==> config.mk <==
export PLATFORM = sky130hd
export DESIGN_NAME = instr_encoder
export DESIGN_NICKNAME = d
export VERILOG_FILES = /design/src/rtl/instr_encoder.sv
export SDC_FILE = /design/constraint.sdc
export NUM_CORES = 1
export LEC_CHECK = 0
export CORE_MARGIN = 2
export CORE_UTILIZATION = 45
export DETAILED_ROUTE_END_ITERATION = 10
export GPL_ROUTABILITY_DRIVEN = 0
export PLACE_DENSITY_LB_ADDON = 0.3
export REMOVE_ABC_BUFFERS = 1
export SLEW_MARGIN = 15
export SYNTH_ARGS = -nofsm -noshare
export SYNTH_HDL_FRONTEND = slang
export SYNTH_SLANG_ARGS = --single-unit
==> constraint.sdc <==
create_clock -name clk -period 6.74 [get_ports clk]
set_clock_uncertainty 0.1 [all_clocks]
set_input_delay 1.011 -clock clk [delete_from_list [all_inputs] [get_ports clk]]
set_output_delay 1.011 -clock clk [all_outputs]
set_load 0.02 [all_outputs]
==> src/rtl/instr_encoder.sv <==
// Streaming RV64 instruction encoder / program loader.
//
// Packs opcode, register, funct and a 64-bit sign-extended immediate into a
// 32-bit instruction word. Each encoded word is written into instruction memory
// at consecutive word addresses starting at BASE_ADDR. The immediate packing is
// the exact inverse of the core's immediate generator.
//
// Ports:
//   clk, reset_n          clock (rising edge), asynchronous active-low reset
//   start                 one-cycle pulse that opens a load session (from IDLE or DONE)
//   in_valid / in_ready   field-bundle handshake; accept = in_valid & in_ready
//   in_last               marks the final bundle of the session
//   opcode, rd, rs1, rs2  instruction fields
//   funct3, funct7        function fields (funct7 used by R-type only)
//   imm                   64-bit sign-extended immediate (branch: halfword offset)
//   mem_we/addr/wdata     registered instruction-memory write port
//   busy, done            session is running / session has finished
//   err                   sticky: a bundle was rejected during this session
//   instr_count           instructions written during this session
module instr_encoder #(
  parameter logic [63:0] BASE_ADDR = 64'h0,
  parameter int unsigned DEPTH     = 64
) (
  input  logic                     clk,
  input  logic                     reset_n,
  input  logic                     start,
  input  logic                     in_valid,
  output logic                     in_ready,
  input  logic                     in_last,
  input  logic [6:0]               opcode,
  input  logic [4:0]               rd,
  input  logic [4:0]               rs1,
  input  logic [4:0]               rs2,
  input  logic [2:0]               funct3,
  input  logic [6:0]               funct7,
  input  logic [63:0]              imm,
  output logic                     mem_we,
  output logic [63:0]              mem_addr,
  output logic [31:0]              mem_wdata,
  output logic                     busy,
  output logic                     done,
  output logic                     err,
  output logic [$clog2(DEPTH):0]   instr_count
);

  localparam int unsigned CW = $clog2(DEPTH) + 1;

  localparam logic [CW-1:0] DepthCnt = CW'(DEPTH);
  localparam logic [CW-1:0] CntOne   = CW'(1);

  localparam logic [1:0] StIdle = 2'd0;
  localparam logic [1:0] StRun  = 2'd1;
  localparam logic [1:0] StDone = 2'd2;

  localparam logic [6:0] OpLoad   = 7'b0000011;
  localparam logic [6:0] OpAluImm = 7'b0010011;
  localparam logic [6:0] OpStore  = 7'b0100011;
  localparam logic [6:0] OpBranch = 7'b1100011;
  localparam logic [6:0] OpReg    = 7'b0110011;

  logic [1:0]    state_q, state_d;
  logic [63:0]   addr_q, addr_d;
  logic [CW-1:0] count_q, count_d;
  logic          err_q, err_d;
  logic          mem_we_q, mem_we_d;
  logic [63:0]   mem_addr_q, mem_addr_d;
  logic [31:0]   mem_wdata_q, mem_wdata_d;

  logic        imm_ok;
  logic        legal;
  logic [31:0] word;
  logic        accept;

  // A 12-bit signed immediate has bits 63..11 all copies of the sign bit.
  always_comb begin
    imm_ok = (&imm[63:11]) | ~(|imm[63:11]);
    word   = '0;
    legal  = 1'b0;
    case (opcode)
      OpLoad, OpAluImm: begin
        word  = {imm[11:0], rs1, funct3, rd, opcode};
        legal = imm_ok;
      end
      OpStore: begin
        word  = {imm[11:5], rs2, rs1, funct3, imm[4:0], opcode};
        legal = imm_ok;
      end
      OpBranch: begin
        // imm is already a halfword offset, so imm[0] lands in bit 8.
        word  = {imm[11], imm[9:4], rs2, rs1, funct3, imm[3:0], imm[10], opcode};
        legal = imm_ok;
      end
      OpReg: begin
        word  = {funct7, rs2, rs1, funct3, rd, opcode};
        legal = 1'b1;
      end
      default: begin
        word  = '0;
        legal = 1'b0;
      end
    endcase
  end

  always_comb begin
    in_ready    = (state_q == StRun) && (count_q < DepthCnt);
    accept      = in_valid & in_ready;

    state_d     = state_q;
    addr_d      = addr_q;
    count_d     = count_q;
    err_d       = err_q;
    mem_we_d    = 1'b0;
    mem_addr_d  = mem_addr_q;
    mem_wdata_d = mem_wdata_q;

    case (state_q)
      StIdle, StDone: begin
        if (start) begin
          state_d = StRun;
          addr_d  = BASE_ADDR;
          count_d = '0;
          err_d   = 1'b0;
        end
      end
      StRun: begin
        if (accept) begin
          if (legal) begin
            mem_we_d    = 1'b1;
            mem_addr_d  = addr_q;
            mem_wdata_d = word;
            addr_d      = addr_q + 64'd4;
            count_d     = count_q + CntOne;
          end else begin
            err_d = 1'b1;
          end
          // Rejected in_last still closes the session.
          if (in_last || (count_d == DepthCnt)) begin
            state_d = StDone;
          end
        end
      end
      default: state_d = StIdle;
    endcase
  end

  always_ff @(posedge clk or negedge reset_n) begin
    if (!reset_n) begin
      state_q     <= StIdle;
      addr_q      <= BASE_ADDR;
      count_q     <= '0;
      err_q       <= 1'b0;
      mem_we_q    <= 1'b0;
      mem_addr_q  <= '0;
      mem_wdata_q <= '0;
    end else begin
      state_q     <= state_d;
      addr_q      <= addr_d;
      count_q     <= count_d;
      err_q       <= err_d;
      mem_we_q    <= mem_we_d;
      mem_addr_q  <= mem_addr_d;
      mem_wdata_q <= mem_wdata_d;
    end
  end

  always_comb begin
    mem_we      = mem_we_q;
    mem_addr    = mem_addr_q;
    mem_wdata   = mem_wdata_q;
    busy        = (state_q == StRun);
    done        = (state_q == StDone);
    err         = err_q;
    instr_count = count_q;
  end

endmodule

==> flow_summary.ini <==
[timing]
rsz0062_at_grt = no
period_minus_slack_ns = 4.172
fin_crit_sh_pct = 61.90
slew_violations = 0
relSlewSlack_pct = 35.92
finalHoldViolCount = 0
timing.fmax_ghz = 0.2397
tightestPinTransition_ns = 0.9613
setup_viol_count_final = 0
fin_ws_ns = 2.568

[die]
die_height_um = 138.3
io_pins = 209
die-area_um2 = 19120
die_w_um = 138.3
initial_utilization_pct = 45.49
core_um2 = 17840
row_count = 49

[placement]
io_buffers = 206
dp_hpwl_um = 15230
post-place-ws_ns = 2.125

[critical_path]
cp_data_required_time_ns = 6.91
critical-path-max-stage-delay_ns = 0.84
crit_chain = clkdlybuf4s50_1, inv_1, o2111ai_1, nor4_2, o31ai_4, buf_4, buf_4, nor3_1, xnor2_1, nor2_1
critPathSlowestCell = clkdlybuf4s50_1
endpoint_kind = flip-flop
cp-start-kind = input port
critPathMostFrequentCell = buf_4
cp_max_fo = 81
worstSetupPathType = in -> reg
cp.arrival_ns = 4.35

[synthesis]
synth_seq_cells = 167
synth.distinct_cells = 64
netlist_instances = 908
synthArstFlopShare_pct = 100.0
netlist_top_cells_area = dfrtp_1 (51%), nand2_1 (12%), o21ai_0 (3.6%), nor2_1 (2.7%), a21oi_1 (2.5%)
synth_edf_count = 0
synth_area_per_cell_um2 = 8.938
synth_top_area_cell = dfrtp_1
ys_warn_count = 0
ys.flop_type = dfrtp_1
netlist_area_um2 = 8115
synth-seq-area-share_pct = 51.50
synth.top_cell.area_share_pct = 51.50

[detailed_routing]
drt-total-wl_um = 21540
top_layer_used = met4
routedWlPerCell_um = 16.13
wl_met3_um = 745
detail-route-antenna-nets = 0
via_per_inst = 5.381
wl_met2_um = 10410
m1WireLength_um = 9789
vias = 7189
drt_iter0_drc = 614
first_pass_iters = 5
remaining_drc_errors = 0

[power]
fin_total_pwr_mw = 2.335
power.leakage_nw = 4.836
irDropWorstVdd_v = 0.0001776
power.density_nw_per_um2 = 213.6

[global_route]
first_global_vias = 7103
grt_pass1_wl_um = 35930
grt_max_degree = 106
antenna_found_initial = 0
grt.overflow.total = 0
grtUsageTotal_pct = 22.68

[clock_network]
cts_resized = 0
clkTransAtPathRegs_ns = 0.06
clk_latency_ns = 0.43
cts.hold.buffers_added = 0
h-tree-depth = 4
post_cts_buffers = 0
clock_path_buffers = 2
numCtsBuffers = 17
cts.sinks = 167
cts_tree = done
ctsRootBufferMaster = clkbuf_16

[final_layout]
synthToLayoutAreaGrowth_pct = 34.69
num_antenna_cells = 0
fin_nets = 1197
final_util_pct = 61.27
layout-drive-gt1-share_pct = 5.872

[outcome]
status = finished, final reports clean

[hold_path]
worstHoldPathType = reg -> reg

[run]
max_cap_viol_count = 0
final cells by class:
cell class | instances | area [um2]
Fill cell | 1544 | 6910
Sequential cell | 167 | 4179
Multi-Input combinational cell | 680 | 3680
Timing Repair Buffer | 211 | 2101
Clock buffer | 19 | 452.9
Tap cell | 229 | 286.5
Clock inverter | 13 | 166.4
Inverter | 17 | 65.06
synthesized netlist by cell type, types with 7 or more instances:
library cell  instances
a21oi_1              41
a22oi_1               7
and2_1                8
and3_1               12
buf_1                11
clkbuf_1             23
dfrtp_1             167
inv_1                16
nand2_1             264
nand3_1              32
nand4_1              28
nor2_1               58
nor3_1               10
nor4_1               22
o21ai_0              58
o31ai_1               8
or3_1                22
xnor2_1              17
xor2_1               16
per-layer routing:
| layer | track usage (%) | up-vias |
|---|---|---|
| met4 | 8.700 | 0 |
| li1 | - | 3519 |
| met2 | 36.06 | 168 |
| met1 | 31.47 | 3464 |
| met3 | 3.706 | 38 |
| met5 | 0 | - |
flip-flops by register name, summed over array words and instances (netlist names):
signal / count
instr_count: 7
mem_addr: 62
mem_wdata: 32
addr_q: 62
mem_we: 1
state_q: 2
err: 1
through the flow:
stage / cell area [um2] / instances / setup TNS [ns] / hold slack, ns
after floorplan: 7916 / 864 / -9.505 / 0.3477
after global placement: 10310 / 1304 / 0 / 0.3509
after detailed placement: 10310 / 1304 / 0 / 0.3614
after CTS: 10930 / 1336 / 0 / 0.3775
after global routing: 10930 / 1336 / 0 / 0.3976
final: 10930 / 1336 / 0 / 0.3704
path summary, 6_finish.rpt:
path / startpoint / end / slack [ns] / cells after the start
worst max-delay path: opcode[6] / addr_q[8] / 2.57 / 10
worst min-delay path: mem_wdata[1] / mem_wdata[1] / 0.37 / 1
worst max register to register: state_q[0] / addr_q[44] / 3.69 / 8
max in group asynchronous: reset_n / addr_q[63] / 4.56 / 2
worst min register to register: mem_wdata[1] / mem_wdata[1] / 0.37 / 1
min in group asynchronous: reset_n / mem_wdata[2] / 0.58 / 1
report_power, final:
part           internal [mW]  total (mW)  switching [mW]
clock network          0.606        1.01           0.403
logic                  0.121       0.290           0.169
registers               1.02        1.04          0.0142
total                   1.75        2.33           0.586
cells in the final DEF, fill, tap and decap left out, types with 4 or more instances in the layout:
master | netlist | final
a21oi_1 | 41 | 41
a221oi_1 | 5 | 5
a22oi_1 | 7 | 7
and2_1 | 8 | 8
and3_1 | 12 | 12
buf_4 | 3 | 5
clkbuf_16 | 0 | 17
clkdlybuf4s50_1 | 0 | 205
dfrtp_1 | 167 | 167
inv_1 | 16 | 16
inv_6 | 0 | 4
nand2_1 | 264 | 264
nand2b_1 | 6 | 6
nand3_1 | 32 | 32
nand4_1 | 28 | 28
nand4_2 | 4 | 4
nor2_1 | 58 | 58
nor2b_1 | 6 | 5
nor3_1 | 10 | 10
nor4_1 | 22 | 22
o2111ai_1 | 4 | 4
o21ai_0 | 58 | 58
o31ai_1 | 8 | 8
or3_1 | 22 | 22
or4_1 | 5 | 5
xnor2_1 | 17 | 17
xor2_1 | 16 | 16
worst max-delay path, delay by kind of cell:
| family | cells | cell delay [ns] |
|---|---|---|
| buf+inv | 4 | 2.22 |
| compound gates | 2 | 0.54 |
| simple gates | 3 | 0.31 |
| xor+xnor | 1 | 0.18 |
kinds of logic (layout without fill, tap and decap cells):
kind of cell / after synthesis / in the layout / synth area share, %
AOI/OAI and AO/OA: 145 / 145 / 11.70
xor gates and xnor gates: 33 / 33 / 3.561
adders and majority gates: 2 / 2 / 0.3083
buffers and inverters: 62 / 260 / 3.299
DFF: 167 / 167 / 51.50
muxes: 3 / 3 / 0.3854
other: 1 / 2 / 0.04621
and+or+nand+nor: 495 / 495 / 29.20
No activity file was read; power rests on OpenSTA's default activity.
